### src/rtl/core_cp15_fault_log_pkg.sv
// Shared CP15 fault-log map: fault record layout, register selects, LOGSTAT bit
// positions and the MCR control bits of the LOGSTAT register.
package core_cp15_fault_log_pkg;

   // Architected FSR field widths carried in each history record.
   localparam int unsigned RecAddrW   = 30;
   localparam int unsigned RecStatusW = 4;
   localparam int unsigned RecDomainW = 4;

   typedef struct packed {
      logic [RecAddrW-1:0]   addr;
      logic [RecStatusW-1:0] status;
      logic [RecDomainW-1:0] domain;
      logic                  prefetch;
   } fault_rec_t;

   localparam int unsigned RecW = $bits(fault_rec_t);

   // Register selects
   localparam logic [1:0] SelFsr     = 2'd0;
   localparam logic [1:0] SelFar     = 2'd1;
   localparam logic [1:0] SelLogAddr = 2'd2;
   localparam logic [1:0] SelLogStat = 2'd3;

   // LOGSTAT layout
   localparam int unsigned LsValidBit    = 31;
   localparam int unsigned LsOvfBit      = 30;
   localparam int unsigned LsAddrNextBit = 29;
   localparam int unsigned LsCountLsb    = 16;
   localparam int unsigned LsPrefetchBit = 8;
   localparam int unsigned LsDomainLsb   = 4;
   localparam int unsigned LsStatusLsb   = 0;

   // MCR to LOGSTAT control bits
   localparam int unsigned PopBit    = 0;
   localparam int unsigned ClrOvfBit = 1;

endpackage

### src/rtl/core_cp15_fault_fifo.sv
// Overwrite-oldest history FIFO.
// Ports: clk_i/rst_ni clock and async active-low reset; push_i/data_i write a
// record at the tail (dropping the head when full); pop_i discards the head when
// non-empty; clr_ovf_i clears the sticky overflow flag (a same-cycle overflow
// wins); head_o is the head entry (stale when empty); count_o, full_o,
// overflow_o; nonempty_o is a registered copy of (count != 0).
module core_cp15_fault_fifo #(
   parameter  int unsigned Depth = 4,
   parameter  int unsigned Width = 8,
   localparam int unsigned CntW  = $clog2(Depth) + 1
) (
   input  logic             clk_i,
   input  logic             rst_ni,
   input  logic             push_i,
   input  logic             pop_i,
   input  logic             clr_ovf_i,
   input  logic [Width-1:0] data_i,
   output logic [Width-1:0] head_o,
   output logic [CntW-1:0]  count_o,
   output logic             full_o,
   output logic             overflow_o,
   output logic             nonempty_o
);

   localparam int unsigned PtrW = $clog2(Depth);

   logic [Width-1:0] mem_q [Depth];
   logic [PtrW-1:0]  head_q, head_d, tail_q, tail_d;
   logic [CntW-1:0]  count_q, count_d;
   logic             ovf_q, ovf_d;
   logic             nonempty_q;
   logic             full, do_pop;

   assign full   = (count_q == CntW'(Depth));
   assign do_pop = pop_i && (count_q != '0);

   always_comb begin
      head_d  = head_q;
      tail_d  = tail_q;
      count_d = count_q;
      ovf_d   = ovf_q;
      if (clr_ovf_i) ovf_d = 1'b0;
      if (push_i) begin
         tail_d = tail_q + PtrW'(1);
         if (do_pop) begin
            // The popped head is the only entry lost; count is unchanged.
            head_d = head_q + PtrW'(1);
         end else if (full) begin
            head_d = head_q + PtrW'(1);
            ovf_d  = 1'b1;
         end else begin
            count_d = count_q + CntW'(1);
         end
      end else if (do_pop) begin
         head_d  = head_q + PtrW'(1);
         count_d = count_q - CntW'(1);
      end
   end

   always_ff @(posedge clk_i or negedge rst_ni) begin
      if (!rst_ni) begin
         for (int i = 0; i < Depth; i++) mem_q[i] <= '0;
         head_q     <= '0;
         tail_q     <= '0;
         count_q    <= '0;
         ovf_q      <= 1'b0;
         nonempty_q <= 1'b0;
      end else begin
         // When full, tail == head, so this overwrites the dropped/popped entry.
         if (push_i) mem_q[tail_q] <= data_i;
         head_q     <= head_d;
         tail_q     <= tail_d;
         count_q    <= count_d;
         ovf_q      <= ovf_d;
         nonempty_q <= (count_d != '0);
      end
   end

   assign head_o     = mem_q[head_q];
   assign count_o    = count_q;
   assign full_o     = full;
   assign overflow_o = ovf_q;
   assign nonempty_o = nonempty_q;

endmodule

### src/rtl/core_cp15_fault_log.sv
// CP15 fault status/address registers with a fault history FIFO.
// Ports: clk_i/rst_ni clock and async active-low reset; transfer_i/load_i/sel_i/
// write_i CP15 MRC/MCR access (sel 0 FSR, 1 FAR, 2 LOGADDR, 3 LOGSTAT);
// fault_register_i with fault_addr_i/status/domain/prefetch captures a fault;
// read_o is the combinational read of the selected register; log_pending_o is
// the registered history-non-empty level.
// Optional macro CP15_FAULT_IFAR_EN: adds IFAR at sel 2 (prefetch faults update
// IFAR instead of FAR) and reads the log address as a second read of sel 3.
module core_cp15_fault_log
   import core_cp15_fault_log_pkg::*;
#(
   parameter int unsigned DEPTH    = 4,
   parameter int unsigned STATUS_W = 4,
   parameter int unsigned DOMAIN_W = 4
) (
   input  logic                clk_i,
   input  logic                rst_ni,
   input  logic                transfer_i,
   input  logic                load_i,
   input  logic [1:0]          sel_i,
   input  logic [31:0]         write_i,
   input  logic                fault_register_i,
   input  logic [29:0]         fault_addr_i,
   input  logic [STATUS_W-1:0] fault_status_i,
   input  logic [DOMAIN_W-1:0] fault_domain_i,
   input  logic                fault_prefetch_i,
   output logic [31:0]         read_o,
   output logic                log_pending_o
);

   localparam int unsigned FsrW = DOMAIN_W + STATUS_W;
   localparam int unsigned CntW = $clog2(DEPTH) + 1;

   logic [FsrW-1:0] fsr_q, fsr_d;
   logic [31:0]     far_q, far_d;
   logic            mcr;
   logic            pop, clr_ovf;
   fault_rec_t      push_rec, head_rec;
   logic [RecW-1:0] head_raw;
   logic [CntW-1:0] count;
   logic            fifo_full, overflow, valid;
   logic [31:0]     log_addr, log_stat;
   logic            far_capture;

   assign mcr     = transfer_i && !load_i;
   assign pop     = mcr && (sel_i == SelLogStat) && write_i[PopBit];
   assign clr_ovf = mcr && (sel_i == SelLogStat) && write_i[ClrOvfBit];

   assign push_rec.addr     = fault_addr_i;
   assign push_rec.status   = RecStatusW'(fault_status_i);
   assign push_rec.domain   = RecDomainW'(fault_domain_i);
   assign push_rec.prefetch = fault_prefetch_i;

`ifdef CP15_FAULT_IFAR_EN
   logic [31:0] ifar_q, ifar_d;
   logic        addr_next_q;
   logic        stat_mrc;

   assign far_capture = fault_register_i && !fault_prefetch_i;
   assign stat_mrc    = transfer_i && load_i && (sel_i == SelLogStat);

   always_comb begin
      ifar_d = ifar_q;
      if (fault_register_i && fault_prefetch_i) ifar_d = {fault_addr_i, 2'b00};
      else if (!fault_register_i && mcr && (sel_i == SelLogAddr)) ifar_d = write_i;
   end

   always_ff @(posedge clk_i or negedge rst_ni) begin
      if (!rst_ni) begin
         ifar_q      <= '0;
         addr_next_q <= 1'b0;
      end else begin
         ifar_q <= ifar_d;
         if (stat_mrc) addr_next_q <= !addr_next_q;
      end
   end
`else
   assign far_capture = fault_register_i;
`endif

   // Fault capture beats a same-cycle MCR to FSR/FAR.
   always_comb begin
      fsr_d = fsr_q;
      far_d = far_q;
      if (fault_register_i) fsr_d = {fault_domain_i, fault_status_i};
      else if (mcr && (sel_i == SelFsr)) fsr_d = write_i[FsrW-1:0];
      if (far_capture) far_d = {fault_addr_i, 2'b00};
      else if (!fault_register_i && mcr && (sel_i == SelFar)) far_d = write_i;
   end

   always_ff @(posedge clk_i or negedge rst_ni) begin
      if (!rst_ni) begin
         fsr_q <= '0;
         far_q <= '0;
      end else begin
         fsr_q <= fsr_d;
         far_q <= far_d;
      end
   end

   core_cp15_fault_fifo #(
      .Depth (DEPTH),
      .Width (RecW)
   ) u_fifo (
      .clk_i      (clk_i),
      .rst_ni     (rst_ni),
      .push_i     (fault_register_i),
      .pop_i      (pop),
      .clr_ovf_i  (clr_ovf),
      .data_i     (push_rec),
      .head_o     (head_raw),
      .count_o    (count),
      .full_o     (fifo_full),
      .overflow_o (overflow),
      .nonempty_o (log_pending_o)
   );

   assign head_rec = fault_rec_t'(head_raw);
   assign valid    = (count != '0);

   always_comb begin
      log_addr = '0;
      log_stat = '0;
      log_stat[LsValidBit]                 = valid;
      log_stat[LsOvfBit]                   = overflow;
      log_stat[LsCountLsb+:8]              = 8'(count);
      if (valid) begin
         log_addr                          = {head_rec.addr, 2'b00};
         log_stat[LsPrefetchBit]           = head_rec.prefetch;
         log_stat[LsDomainLsb+:RecDomainW] = head_rec.domain;
         log_stat[LsStatusLsb+:RecStatusW] = head_rec.status;
      end
   end

   always_comb begin
      read_o = '0;
      case (sel_i)
         SelFsr:     read_o = 32'(fsr_q);
         SelFar:     read_o = far_q;
`ifdef CP15_FAULT_IFAR_EN
         SelLogAddr: read_o = ifar_q;
         default: begin
            if (addr_next_q) begin
               read_o = log_addr;
            end else begin
               read_o                = log_stat;
               read_o[LsAddrNextBit] = 1'b1;
            end
         end
`else
         SelLogAddr: read_o = log_addr;
         default:    read_o = log_stat;
`endif
      endcase
   end

   // Full flag is available for debug taps; not part of the CP15 read map.
   logic unused_full;
   assign unused_full = fifo_full;

endmodule

### config.mk
export PLATFORM = sky130hd
export DESIGN_NAME = core_cp15_fault_log
export DESIGN_NICKNAME = d
export VERILOG_FILES = /design/src/rtl/core_cp15_fault_log_pkg.sv /design/src/rtl/core_cp15_fault_fifo.sv /design/src/rtl/core_cp15_fault_log.sv
export SDC_FILE = /design/constraint.sdc
export NUM_CORES = 1
export LEC_CHECK = 0
export BUFFER_PORTS_ARGS = -buffer_cell sky130_fd_sc_hd__clkbuf_2
export CAP_MARGIN = 25
export CORE_ASPECT_RATIO = 0.5
export CORE_UTILIZATION = 59
export DETAILED_ROUTE_END_ITERATION = 10
export GPL_ROUTABILITY_DRIVEN = 0
export PLACE_DENSITY_LB_ADDON = 0.05
export SKIP_LAST_GASP = 1
export SLEW_MARGIN = 0
export SYNTH_ARGS = -nofsm -noshare
export SYNTH_HDL_FRONTEND = slang
export SYNTH_SLANG_ARGS = --single-unit
export TNS_END_PERCENT = 100
### constraint.sdc
create_clock -name clk_i -period 2.6 [get_ports clk_i]
set_input_delay 0.26 -clock clk_i [delete_from_list [all_inputs] [get_ports clk_i]]
set_output_delay 0.26 -clock clk_i [all_outputs]
set_load 0.01 [all_outputs]
== Word-level counts from Yosys, hierarchy flattened ==
Cells that the tools add are included.

* Bits of input ports: 78
* Output and inout port bits: 33
* Register bits after elaboration: 205
* Logic and storage cells: 68

* Bitwise gates (word level): 2
* $lt $le $gt $ge: 3
* Muxes and demuxes: 25
* Eq/ne operators: 4
* Reduce and logical (&&, ||, !) cells: 19
* Add/sub/neg operators: 4

{| class="wikitable"
|+ Operators with widths
! operator !! count
|-
| $bwmux 156 || 1
|-
| $mux 39 || 3
|-
| $mux 32 || 3
|-
| $pmux 32 s3 || 1
|-
| $bmux 39 s2 || 1
|-
| $demux 39 s2 || 1
|-
| $mux 8 || 2
|-
| $mux 3 || 4
|-
| $logic_and 1x1->1 || 9
|-
| $mux 9 || 1
|-
| $mux 2 || 4
|-
| $reduce_bool 2->1 || 4
|-
| $ge 3x3->1 const B || 2
|-
| $not 2->3 || 2
|-
| $reduce_bool 3->1 || 2
|-
| $add 2x1->2 const B || 2
|-
| $eq 2x2->1 const B || 2
|-
| $mux 1 || 4
|-
| $add 3x1->3 const B || 1
|-
| $eq 3x3->1 const B || 1
|-
| $lt 3x1->1 const B || 1
|-
| $sub 3x1->3 const B || 1
|-
| $eq 2x1->1 const B || 1
|-
| $logic_not 1->1 || 2
|-
| other kinds (2) || 2
|}

== Logic depth before layout (Yosys ltp) ==
Gate-level depths: netlist of the first run.

* Word-level depth: 8
* Gate-level depth with buffers: 8

== Hierarchy ==
A second synthesis of the first run with hierarchy kept.

* Cell total of the unflattened synthesis: 689
* Area, all modules: 9750.6 µm²

{| class="wikitable"
|+ Modules (own cells, without submodules)
! module !! area an instance (µm²) !! instances !! cells an instance
|-
| core_cp15_fault_fifo || 7238.2 || 1 || 433
|-
| core_cp15_fault_log || 2512.4 || 1 || 256
|}

== Worst setup path after synthesis of the first run ==
OpenSTA, ideal clock, no wires.

* Path kind: register -> output
* Start: register u_fifo.count_q[0] (netlist: u_fifo.count_o[0])
* End: output port read_o[18]
* Data arrival time: 1623 ps
* Cell stages (with the launch flop): 9
* Path slack: 717 ps
* Cell sequence: dfrtp_1 > inv_1 > ha_1 > nor2b_2 > buf_6 > nor3b_2 > buf_2 > nand2_1 > a22oi_1

* Longest elaborated chain between the ends: 3

{| class="wikitable"
|+ Ends and longest elaborated chain
! element !! RTL line !! text
|-
| from (decl) || core_cp15_fault_fifo.sv:29 || <nowiki>logic [CntW-1:0] count_q, count_d;</nowiki>
|-
| from (signal assigned) || core_cp15_fault_fifo.sv:73 || <nowiki>count_q <= count_d;</nowiki>
|-
| $reduce_bool 3->1 || core_cp15_fault_log.sv:119 || <nowiki>assign valid = (count != '0);</nowiki>
|-
| $mux 32 || core_cp15_fault_log.sv:127 || <nowiki>if (valid) begin</nowiki>
|-
| $pmux 32 s3 || core_cp15_fault_log.sv:137 || <nowiki>case (sel_i)</nowiki>
|-
| to (decl) || core_cp15_fault_log.sv:27 || <nowiki>output logic [31:0] read_o,</nowiki>
|}

Every way passes these cells.

== Worst setup path after layout of the first run ==
* Start: register u_fifo.count_q[0] (netlist: u_fifo.count_o[0])
* End: output port read_o[31]

* Longest elaborated chain between the ends: 3

{| class="wikitable"
|+ Ends and longest elaborated chain
! element !! RTL line
|-
| $reduce_bool 3->1 * || core_cp15_fault_log.sv:119
|-
| $mux 32 || core_cp15_fault_log.sv:127
|-
| $pmux 32 s3 * || core_cp15_fault_log.sv:137
|}

Mark *: on every way between the ends. The rest lies on a longest branch, timed or not.

==> results of run 1 <==
worst reg2reg max path: cells and delay by family (launching register included):
kind / cells / cell delay, ns
compound gates: 1 / 0.19
mux: 1 / 0.38
flops: 1 / 0.39
buf+inv: 2 / 0.28
simple gates: 2 / 0.43
fa+ha+maj: 1 / 0.19
where the power goes:
| part | switching [W] | internal [W] | leakage, nW |
|---|---|---|---|
| clock network | 0.00114 | 0.00152 | 0.293 |
| logic | 0.00202 | 0.00276 | 2.15 |
| registers | 0.000722 | 0.00457 | 2.44 |
worst max path at each step:
stage,startpoint,end,cells after the start
4_1_cts,u_fifo.count_o[0],read_o[2],7
3_3_place_gp,u_fifo.count_o[0],read_o[31],7
2_1_floorplan,u_fifo.count_o[0],read_o[18],8
5_1_grt,u_fifo.count_o[0],read_o[18],8
3_5_place_dp,u_fifo.count_o[0],read_o[31],7
6_report,u_fifo.count_o[0],read_o[31],7
stage by stage:
stage / hold WS [ns] / setup WS (ns) / TNS, ns
2_1_floorplan: -0.0356 / 0.717 / 0
6_report: 0.0555 / 0.0884 / 0
5_1_grt: 0.0565 / 0.00393 / 0
4_1_cts: 0.0462 / -0.00719 / -0.00876
3_5_place_dp: 0.320 / 0.411 / 0
3_3_place_gp: 0.319 / 0.479 / 0
registers in the layout, indices dropped and copies added (netlist names):
signal / count
u_fifo.mem_q: 156
far_q: 32
fsr_q: 8
u_fifo.count_o: 3
u_fifo.head_q: 2
u_fifo.tail_q: 2
u_fifo.nonempty_o: 1
u_fifo.overflow_o: 1
layer usage:
| metal | GRT usage [%] | routed length (um) | vias up | part of all wire (%) |
|---|---|---|---|---|
| met3 | 4.75 | 875 | 23 | 4.1 |
| met4 | 3.61 | 212 | 2 | 0.99 |
| li1 | - | - | 2768 | - |
| met5 | 0 | 11 | - | 0.051 |
| met2 | 42.9 | 9940 | 143 | 46 |
| met1 | 39.8 | 10300 | 3118 | 48 |
cells by family (layout without fill, tap and decap cells):
group | after synthesis | in the layout | share of synthesized area [%]
AND/OR/NAND/NOR | 77 | 77 | 3.94
multiplexers | 248 | 248 | 32.4
flip-flops | 205 | 205 | 52.4
buffers and inverters | 58 | 177 | 3.81
adder cells (fa/ha/maj) | 7 | 7 | 0.895
XOR/XNOR | 3 | 3 | 0.269
AO/OA/AOI/OAI | 91 | 91 | 6.22
repair_timing:
| item | 4_1_cts | 5_1_grt |
|---|---|---|
| buffers inserted | 0 | 1 |
| pin swaps | 0 | 0 |
| endpoints found under the hold margin | 68 | 0 |
| hold buffers | 1 | 0 |
| endpoints found under the setup margin | 10 | 12 |
| resized for setup | 1 | 3 |
area by class of cell:
type	count	area (um^2)	share of cell area (%)
flip-flops and latches	205	5130	45.9
clock buffers	25	528	4.73
clock inverters	6	55.1	0.493
inverters	8	30.0	0.269
multi-input cells	426	4320	38.7
well taps	221	277	2.48
repair buffers	138	825	7.38
layout by cell type (no fill, tap or decap), drive strengths merged, types with 8 or more instances in the layout:
master  Yosys  final
nand2      54     54
a22o       21     21
mux2i      48     48
a22oi       8      8
buf        39     28
clkbuf     11    134
o21ai      50     50
mux2      161    161
mux4       39     39
dfrtp     205    205
inv         8      8
==> impl_metrics.env, run 1 <==
export IMPL_tritoncts="built"
export IMPL_final_min_clock_period_ns=2.51
export IMPL_hp_start="fault_addr_i[19]"
export IMPL_slowest_delay_ns=0.41
export IMPL_hold_class="input pin to register"
export IMPL_stdcell_count=1029
export IMPL_slew_headroom_pct=57.2
export IMPL_required_ns=2.34
export IMPL_cts_buffers_inserted=19
export IMPL_vias=6054
export IMPL_synth_top_cells_by_area="dfrtp_1 (52%), mux2_2 (17%), mux4_2 (9.0%)"
export IMPL_fin_area_um2=11200
export IMPL_p_leak_nw=4.88
export IMPL_place_area_um2=10500
export IMPL_drtPass1Iterations=4
export IMPL_synth_most_common_cell="dfrtp_1"
export IMPL_syn_num_nets=774
export IMPL_yosysSeqAreaShare_pct=52.4
export IMPL_clock_latency_ns=0.48
export IMPL_wl_um=21400
export IMPL_rows=32
export IMPL_fillers=1145
export IMPL_path_delay_family="buffers and inverters"
export IMPL_placed_cells=996
export IMPL_clockBufferDepth=3
export IMPL_crit_path_max_fanout=17
export IMPL_r2r_cells=7
export IMPL_antenna_found_initial=1
export IMPL_crit_arrival_ns=2.25
export IMPL_rsz0062_at_grt="no"
export IMPL_synth_top_area_share_pct=52.4
export IMPL_yosys_most_used_dff="dfrtp_1"
export IMPL_ff2ff_setup_slack_ns=0.65
export IMPL_ir_drop_mv=0.534
export IMPL_synthCells=689
export IMPL_grt_pass1_vias=6286
export IMPL_synthDistinctLibCells=48
export IMPL_h_tree_depth=1
export IMPL_postSynthAreaPerCell_um2=14.2
export IMPL_dieArea_um2=17100
export IMPL_finalClockSkew_ns=0.00633
export IMPL_synth_edf_count=0
export IMPL_chipHeight_um=93.1
export IMPL_yosysTopAreaCell="dfrtp_1"
export IMPL_powerDensity_nw_per_um2=1140
export IMPL_slew_viol_final=0
export IMPL_fin_nets=883
export IMPL_routedWlPerCell_um=20.8
export IMPL_path_cells="inv_1 -> ha_4 -> nor2b_4 -> nor3b_4 -> buf_4 -> a221o_1 -> clkbuf_2"
export IMPL_setup_worst_path_end_class="output port"
export IMPL_io_pins=111
export IMPL_clk_pin_slew_ns=0.06
export IMPL_syn_to_final_growth_pct=14.2
export IMPL_critical_path_class="register to output port"
export IMPL_tightestPinTransition_ns=0.640
export IMPL_cap_violations=0
export IMPL_fin_crit_sh_pct=96.6
export IMPL_portBuffers=110
export IMPL_utilization_pct=70.6
export IMPL_async_flop_share_pct=100
export IMPL_hold_violations=0
export IMPL_max_freq_mhz=398
export IMPL_drc=0
export IMPL_run_status="complete, no violations"
export IMPL_synth_top_cells_by_count="dfrtp_1 (205), mux2_2 (151), nand2_1 (52)"
export IMPL_hold_end="far_q[21]"
export IMPL_hpwl_um=14200
export IMPL_drtIter0Drc=414
export IMPL_min_path_cells=3
export IMPL_track_usage_pct=26.9
export IMPL_grt_ovfl_total=0
export IMPL_cp_start_kind="register"
export IMPL_worst_path_max_delay_cell="dfrtp_1"
export IMPL_power_w=0.0127
export IMPL_antenna_cells=0
export IMPL_die_w_um=184
export IMPL_core_area_um2=15800
export IMPL_grt_max_degree=73
export IMPL_vias_per_cell=5.88
export IMPL_rr_endpoint="u_fifo.nonempty_o"
export IMPL_ys_seq_elements=205
export IMPL_ant_nets=0
export IMPL_root_buffer="clkbuf_16"
export IMPL_initial_core_util_pct=61.9
export IMPL_yosys_warnings=0
export IMPL_cp_buffers_inverters=3
export IMPL_synth_area_um2=9780
export IMPL_r2r_start="u_fifo.count_o[0]"
export IMPL_setup_viol=0
export IMPL_grt_pass1_wl_um=35000
export IMPL_drive_gt1_share_pct=46.3
export IMPL_cts_sinks=205
(Power assumes the default switching activity.)
==> inputs of run 2 (changes only) <==
--- a/config.mk
+++ b/config.mk
@@ -5,6 +5,7 @@
 export SDC_FILE = /design/constraint.sdc
 export NUM_CORES = 1
 export LEC_CHECK = 0
+export ABC_AREA = 1
 export BUFFER_PORTS_ARGS = -buffer_cell sky130_fd_sc_hd__clkbuf_2
 export CAP_MARGIN = 25
 export CORE_ASPECT_RATIO = 0.5
@@ -13,7 +14,6 @@
 export GPL_ROUTABILITY_DRIVEN = 0
 export PLACE_DENSITY_LB_ADDON = 0.05
 export SKIP_LAST_GASP = 1
-export SLEW_MARGIN = 0
 export SYNTH_ARGS = -nofsm -noshare
 export SYNTH_HDL_FRONTEND = slang
 export SYNTH_SLANG_ARGS = --single-unit
==> impl_metrics.env, run 2 <==
export IMPL_whs_ns=0.0147
export IMPL_routedWlPerCell_um=16.5
export IMPL_fin_nets=1313
export IMPL_grt_max_degree=81
export IMPL_slowest_delay_ns=0.40
export IMPL_grt_ovfl_total=0
export IMPL_cts_sinks=205
export IMPL_yosysSeqAreaShare_pct=53.7
export IMPL_final_min_clock_period_ns=2.46
export IMPL_rows=32
export IMPL_powerDensity_nw_per_um2=1130
export IMPL_critical_path_class="register to output port"
export IMPL_vias=8345
export IMPL_io_pins=111
export IMPL_synth_edf_count=0
export IMPL_syn_to_final_growth_pct=13.9
export IMPL_yosysTopAreaCell="dfrtp_1"
export IMPL_antenna_cells=0
export IMPL_core_area_um2=15600
export IMPL_synthDistinctLibCells=30
export IMPL_portBuffers=110
export IMPL_largest_register="u_fifo.mem_q"
export IMPL_grt_use_met2_pct=48.0
export IMPL_synth_area_um2=9550
export IMPL_h_tree_depth=1
export IMPL_p_sw_w=0.00471
export IMPL_async_flop_share_pct=100
export IMPL_crit_top_cell="nand2_1"
export IMPL_syn_num_nets=1232
export IMPL_intPower_w=0.00761
export IMPL_swShare_pct=38.2
export IMPL_synth_most_common_cell="nand2_1"
export IMPL_grt_pass1_vias=8089
export IMPL_run_status="complete, no violations"
export IMPL_worst_path_max_delay_cell="dfrtp_1"
export IMPL_antenna_found_initial=0
export IMPL_clockBufferDepth=3
export IMPL_p_seq_share_pct=41.4
export IMPL_clk_pin_slew_ns=0.07
export IMPL_die_w_um=182
export IMPL_drc=0
export IMPL_slew_viol_final=0
export IMPL_synth_top_area_share_pct=53.7
export IMPL_finalClockSkew_ns=0.00835
export IMPL_yosys_most_used_dff="dfrtp_1"
export IMPL_setup_slack_ns=0.139
export IMPL_final_cell_mix="nand2_1 (290), o21ai_0 (252), dfrtp_1 (204)"
export IMPL_setup_worst_path_end_class="output port"
export IMPL_tns_ns=0
export IMPL_gr_usage_met1_pct=44.1
export IMPL_drtPass1Iterations=5
export IMPL_ir_drop_mv=0.579
export IMPL_fin_crit_sh_pct=94.7
export IMPL_drive_gt1_share_pct=15.3
export IMPL_fillers=1280
export IMPL_hpwl_um=15100
export IMPL_final_common_cell="nand2_1"
export IMPL_reg_top3="u_fifo.mem_q (156), far_q (32), fsr_q (8)"
export IMPL_p_leak_nw=5.28
export IMPL_rsz0062_at_grt="no"
export IMPL_vias_per_cell=5.78
export IMPL_dp_slack_ns=0.568
export IMPL_tritoncts="built"
export IMPL_required_ns=2.34
export IMPL_ant_nets=0
export IMPL_chipHeight_um=92.0
export IMPL_gr_usage_met3_pct=4.49
export IMPL_tightestPinTransition_ns=0.588
export IMPL_slew_headroom_pct=60.8
export IMPL_combPwrFrac_pct=37.1
export IMPL_grt_pass1_wl_um=40200
export IMPL_cp_start_kind="register"
export IMPL_crit_path_max_fanout=17
export IMPL_yosys_warnings=0
export IMPL_cap_violations=0
export IMPL_hold_class="input pin to register"
export IMPL_cts_buffers_inserted=19
export IMPL_clock_latency_ns=0.49
export IMPL_max_freq_mhz=406
export IMPL_dieArea_um2=16700
export IMPL_ys_seq_elements=205
export IMPL_postSynthAreaPerCell_um2=8.33
export IMPL_largest_reg_flops=156
export IMPL_root_buffer="clkbuf_16"
export IMPL_crit_arrival_ns=2.20
export IMPL_setup_viol=0
export IMPL_post_cts_buffers=0
export IMPL_synthCells=1147
export IMPL_synth_top_cells_by_area="dfrtp_1 (54%), o21ai_0 (13%), nand2_1 (12%)"
export IMPL_synth_top_cells_by_count="nand2_1 (294), o21ai_0 (252), dfrtp_1 (205)"
export IMPL_wl_um=23800
export IMPL_path_cells="inv_1 -> ha_1 -> nand2_1 -> nand2_1 -> inv_1 -> buf_4 -> nand2_1 -> o21ai_0 -> clkbuf_2"
export IMPL_hold_violations=0
export IMPL_p_clk_share_pct=21.5
export IMPL_track_usage_pct=30.2
export IMPL_top_usage_layer="met2"
export IMPL_initial_core_util_pct=61.2
export IMPL_drtIter0Drc=676
-- run 2: repair_timing --
item | 4_1_cts | 5_1_grt
hold buffers | 1 | 0
endpoints found under the hold margin | 50 | 0
gates resized for setup | 0 | 1
endpoints found under the setup margin | 0 | 8
-- run 2: area by class of cell --
class	count	area (um^2)	share of cell area [%]
tap	204	255	2.35
timing repair buffer	137	840	7.72
clock buffer	32	564	5.19
sequential	205	5130	47.2
inverter	83	313	2.88
clock inverter	1	8.76	0.0805
multi-input combinational	782	3770	34.6
-- run 2: critical path: cells and delay by family (launching register included) --
family	cells	cell delay, ns
DFF	1	0.40
AOI/OAI and AO/OA	1	0.13
adders and majority gates	1	0.35
buffers and inverters	4	0.57
and+or+nand+nor	3	0.25
-- run 2: cell families (layout without fill, tap and decap cells) --
| logic type | after synthesis | after routing | share of synthesized area (%) |
|---|---|---|---|
| XOR/XNOR | 3 | 3 | 0.275 |
| AO/OA/AOI/OAI | 368 | 368 | 21.4 |
| AND/OR/NAND/NOR | 404 | 404 | 16.6 |
| buffers and inverters | 160 | 253 | 7.05 |
| flip-flops | 205 | 205 | 53.7 |
| adder cells (fa/ha/maj) | 7 | 7 | 0.917 |
-- run 2: final timing paths --
kind	startpoint	to	slack, ns	depth (start not counted)
worst min register to register	u_fifo.mem_q[99]	u_fifo.mem_q[99]	0.48	2
min in group asynchronous	rst_ni	u_fifo.mem_q[20]	0.30	2
worst max register to register	u_fifo.count_o[0]	u_fifo.nonempty_o	0.82	11
worst min-delay path	write_i[10]	far_q[10]	0.01	3
worst max-delay path	u_fifo.count_o[0]	read_o[11]	0.14	9
max in group asynchronous	rst_ni	u_fifo.mem_q[94]	1.59	3
-- run 2: per-stage QoR --
step / cells / power (W) / area [um^2] / utilization [%]
6_report: 1444 / 0.0123 / 10900 / 69.7
5_1_grt: 1444 / 0.0133 / 10900 / 69.7
4_1_cts: 1444 / 0.0123 / 10900 / 69.6
3_5_place_dp: 1410 / 0.00963 / 10300 / 65.9
3_3_place_gp: 1410 / 0.00947 / 10300 / 65.9
2_1_floorplan: 1147 / 0.00820 / 9550 / -
-- run 2: per-layer routing --
| metal | wire (um) | share of wire (%) |
|---|---|---|
| met1 | 10900 | 46 |
| met2 | 10900 | 46 |
| met3 | 1690 | 7.1 |
| met4 | 383 | 1.6 |
| met5 | 0 | 0 |
-- run 2: power by group through the flow --
stage	clock network, W	registers, W	logic [W]
global route	0.00281	0.00526	0.00521
finish	0.00265	0.00510	0.00457
global placement	0	0.00508	0.00439
floorplan	0	0.00496	0.00324
CTS	0.00268	0.00509	0.00455
detailed placement	0	0.00513	0.00450
==> inputs of run 3 (changes only) <==
--- a/config.mk
+++ b/config.mk
@@ -9,10 +9,12 @@
 export BUFFER_PORTS_ARGS = -buffer_cell sky130_fd_sc_hd__clkbuf_2
 export CAP_MARGIN = 25
 export CORE_ASPECT_RATIO = 0.5
-export CORE_UTILIZATION = 59
+export CORE_UTILIZATION = 31
 export DETAILED_ROUTE_END_ITERATION = 10
 export GPL_ROUTABILITY_DRIVEN = 0
+export MAX_ROUTING_LAYER = met4
 export PLACE_DENSITY_LB_ADDON = 0.05
+export REMOVE_ABC_BUFFERS = 1
 export SKIP_LAST_GASP = 1
 export SYNTH_ARGS = -nofsm -noshare
 export SYNTH_HDL_FRONTEND = slang
==> impl_metrics.env, run 3 (same netlist as run 2, synthesis figures left out) <==
export IMPL_die_w_um=250
export IMPL_combPwrFrac_pct=35.2
export IMPL_rr_endpoint="u_fifo.nonempty_o"
export IMPL_cap_violations=0
export IMPL_cts_buffers_inserted=21
export IMPL_hold_violations=0
export IMPL_grt_pass1_wl_um=46500
export IMPL_grt_pass1_vias=8210
export IMPL_r2r_cells=11
export IMPL_drtPass1Iterations=8
export IMPL_dieArea_um2=31600
export IMPL_p_leak_nw=5.53
export IMPL_fin_area_um2=11700
export IMPL_antenna_found_initial=0
export IMPL_vias=8249
export IMPL_crit_arrival_ns=2.15
export IMPL_slew_viol_final=0
export IMPL_wl_met2_um=13200
export IMPL_powerDensity_nw_per_um2=1140
export IMPL_ant_nets=0
export IMPL_hp_start="fault_prefetch_i"
export IMPL_p_seq_share_pct=38.3
export IMPL_grt_ovfl_total=0
export IMPL_top_layer_used="met4"
export IMPL_routedWlPerCell_um=17.3
export IMPL_rows=45
export IMPL_place_area_um2=10600
export IMPL_hold_class="input pin to register"
export IMPL_critical_path_class="register to output port"
export IMPL_drc=2
export IMPL_cts_sinks=205
export IMPL_clk_pin_slew_ns=0.07
export IMPL_met3RoutedLength_um=1150
export IMPL_final_min_clock_period_ns=2.41
export IMPL_finalClockSkew_ns=0.0241
export IMPL_required_ns=2.34
export IMPL_wl_um=29000
export IMPL_largest_register="u_fifo.mem_q"
export IMPL_track_usage_pct=19.4
export IMPL_slew_headroom_pct=41.8
export IMPL_final_cell_mix="nand2_1 (290), o21ai_0 (252), dfrtp_1 (204)"
export IMPL_dp_slack_ns=0.647
export IMPL_drive_gt1_share_pct=16.3
export IMPL_tritoncts="built"
export IMPL_cp_start_kind="register"
export IMPL_chipHeight_um=126
export IMPL_clockBufferDepth=3
export IMPL_swShare_pct=37.3
export IMPL_ff2ff_setup_slack_ns=0.93
export IMPL_antenna_cells=0
export IMPL_run_status="finished with violations"
export IMPL_initial_core_util_pct=31.5
export IMPL_fillers=3152
export IMPL_utilization_pct=38.5
export IMPL_crit_path_end="read_o[25]"
export IMPL_largest_reg_flops=156
export IMPL_vias_per_cell=4.93
export IMPL_p_sw_w=0.00495
export IMPL_drtIter0Drc=694
export IMPL_crit_path_max_fanout=30
export IMPL_tightestPinTransition_ns=0.873
export IMPL_reg_top3="u_fifo.mem_q (156), far_q (32), fsr_q (8)"
export IMPL_setup_slack_ns=0.187
export IMPL_p_clk_share_pct=26.5
export IMPL_final_common_cell="nand2_1"
export IMPL_whs_ns=0.0231
export IMPL_fin_crit_sh_pct=92.8
export IMPL_max_freq_mhz=414
export IMPL_crit_start="u_fifo.count_o[0]"
export IMPL_hpwl_um=17600
export IMPL_rsz0062_at_grt="no"
export IMPL_clock_latency_ns=0.52
export IMPL_setup_worst_path_end_class="output port"
export IMPL_fin_nets=1345
export IMPL_r2r_start="u_fifo.count_o[0]"
export IMPL_io_pins=111
export IMPL_portBuffers=110
export IMPL_grt_max_degree=73
export IMPL_intPower_w=0.00833
export IMPL_drt_met1_wl_um=14200
export IMPL_setup_viol=0
export IMPL_root_buffer="clkbuf_16"
export IMPL_syn_to_final_growth_pct=22.1
export IMPL_violations="DRC"
export IMPL_h_tree_depth=1
export IMPL_ir_drop_mv=0.490
export IMPL_core_area_um2=30300
==> run 3: cell count changes in the layout (fill, tap and decap cells not counted), moves of 2 or more <==
| cell | previous run | this run |
|---|---|---|
| dlygate4sd3_1 | 1 | 26 |
| bufinv_16 | 0 | 5 |
| buf_12 | 6 | 9 |
| buf_4 | 20 | 22 |
| clkinvlp_4 | 0 | 2 |
| clkbuf_16 | 19 | 21 |
| clkbuf_8 | 5 | 7 |
| clkbuf_1 | 9 | 2 |
==> run 3: what timing repair did <==
item                       4_1_cts  5_1_grt
hold buffers                    26        0
setup endpoints to repair        0        4
setup buffers                    0        1
hold endpoints to repair        90        0
resized for setup                0        1
==> run 3: layout make-up <==
class | count | area (um^2) | share of cell area [%]
Sequential cell | 205 | 5130 | 44.0
Multi-Input combinational cell | 782 | 3760 | 32.2
Timing Repair Buffer | 167 | 1160 | 9.99
Clock buffer | 29 | 616 | 5.28
Tap cell | 399 | 499 | 4.28
Inverter | 83 | 313 | 2.68
Clock inverter | 9 | 179 | 1.53
==> run 3: per-stage QoR <==
step | power (W) | setup TNS (ns) | std cells
floorplan | 0.00799 | -10.41 | 1070
finish | 0.0133 | 0 | 1674
global placement | 0.00976 | 0 | 1609
CTS | 0.0135 | 0 | 1673
detailed placement | 0.00983 | 0 | 1609
global route | 0.0144 | 0 | 1674
==> run 3: power by group through the flow <==
stage | Sequential [W] | Clock, W | Combinational, W
2_1_floorplan | 0.00511 | 0 | 0.00288
3_3_place_gp | 0.00512 | 0 | 0.00464
3_5_place_dp | 0.00514 | 0 | 0.00470
4_1_cts | 0.00509 | 0.00362 | 0.00475
5_1_grt | 0.00525 | 0.00376 | 0.00540
6_report | 0.00509 | 0.00352 | 0.00467
==> run 3: worst min-delay path by stage <==
stage / to / slack [ns] / cells past startpoint
3_3_place_gp: u_fifo.mem_q[107] / 0.35 / 1
4_1_cts: far_q[21] / 0.01 / 3
5_1_grt: far_q[31] / 0.03 / 3
3_5_place_dp: u_fifo.mem_q[29] / 0.35 / 1
6_report: u_fifo.mem_q[117] / 0.02 / 3
2_1_floorplan: far_q[0] / -0.04 / 0
==> run 3: layer usage <==
metal / global-route usage, % / up-vias
li1: - / 4042
met1: 27.0 / 4016
met2: 30.0 / 155
met3: 2.96 / 36
met4: 3.90 / 0
met5: - / -
==> run 3: worst max-delay path: stages, from the launching register on <==
cell and delay, ns:
dfrtp_1 0.40, inv_1 0.15, ha_2 0.28, nand2_1 0.07
nand2_1 0.06, inv_1 0.06, buf_12 0.17, nand2_1 0.09
o21ai_0 0.15, clkbuf_2 0.17
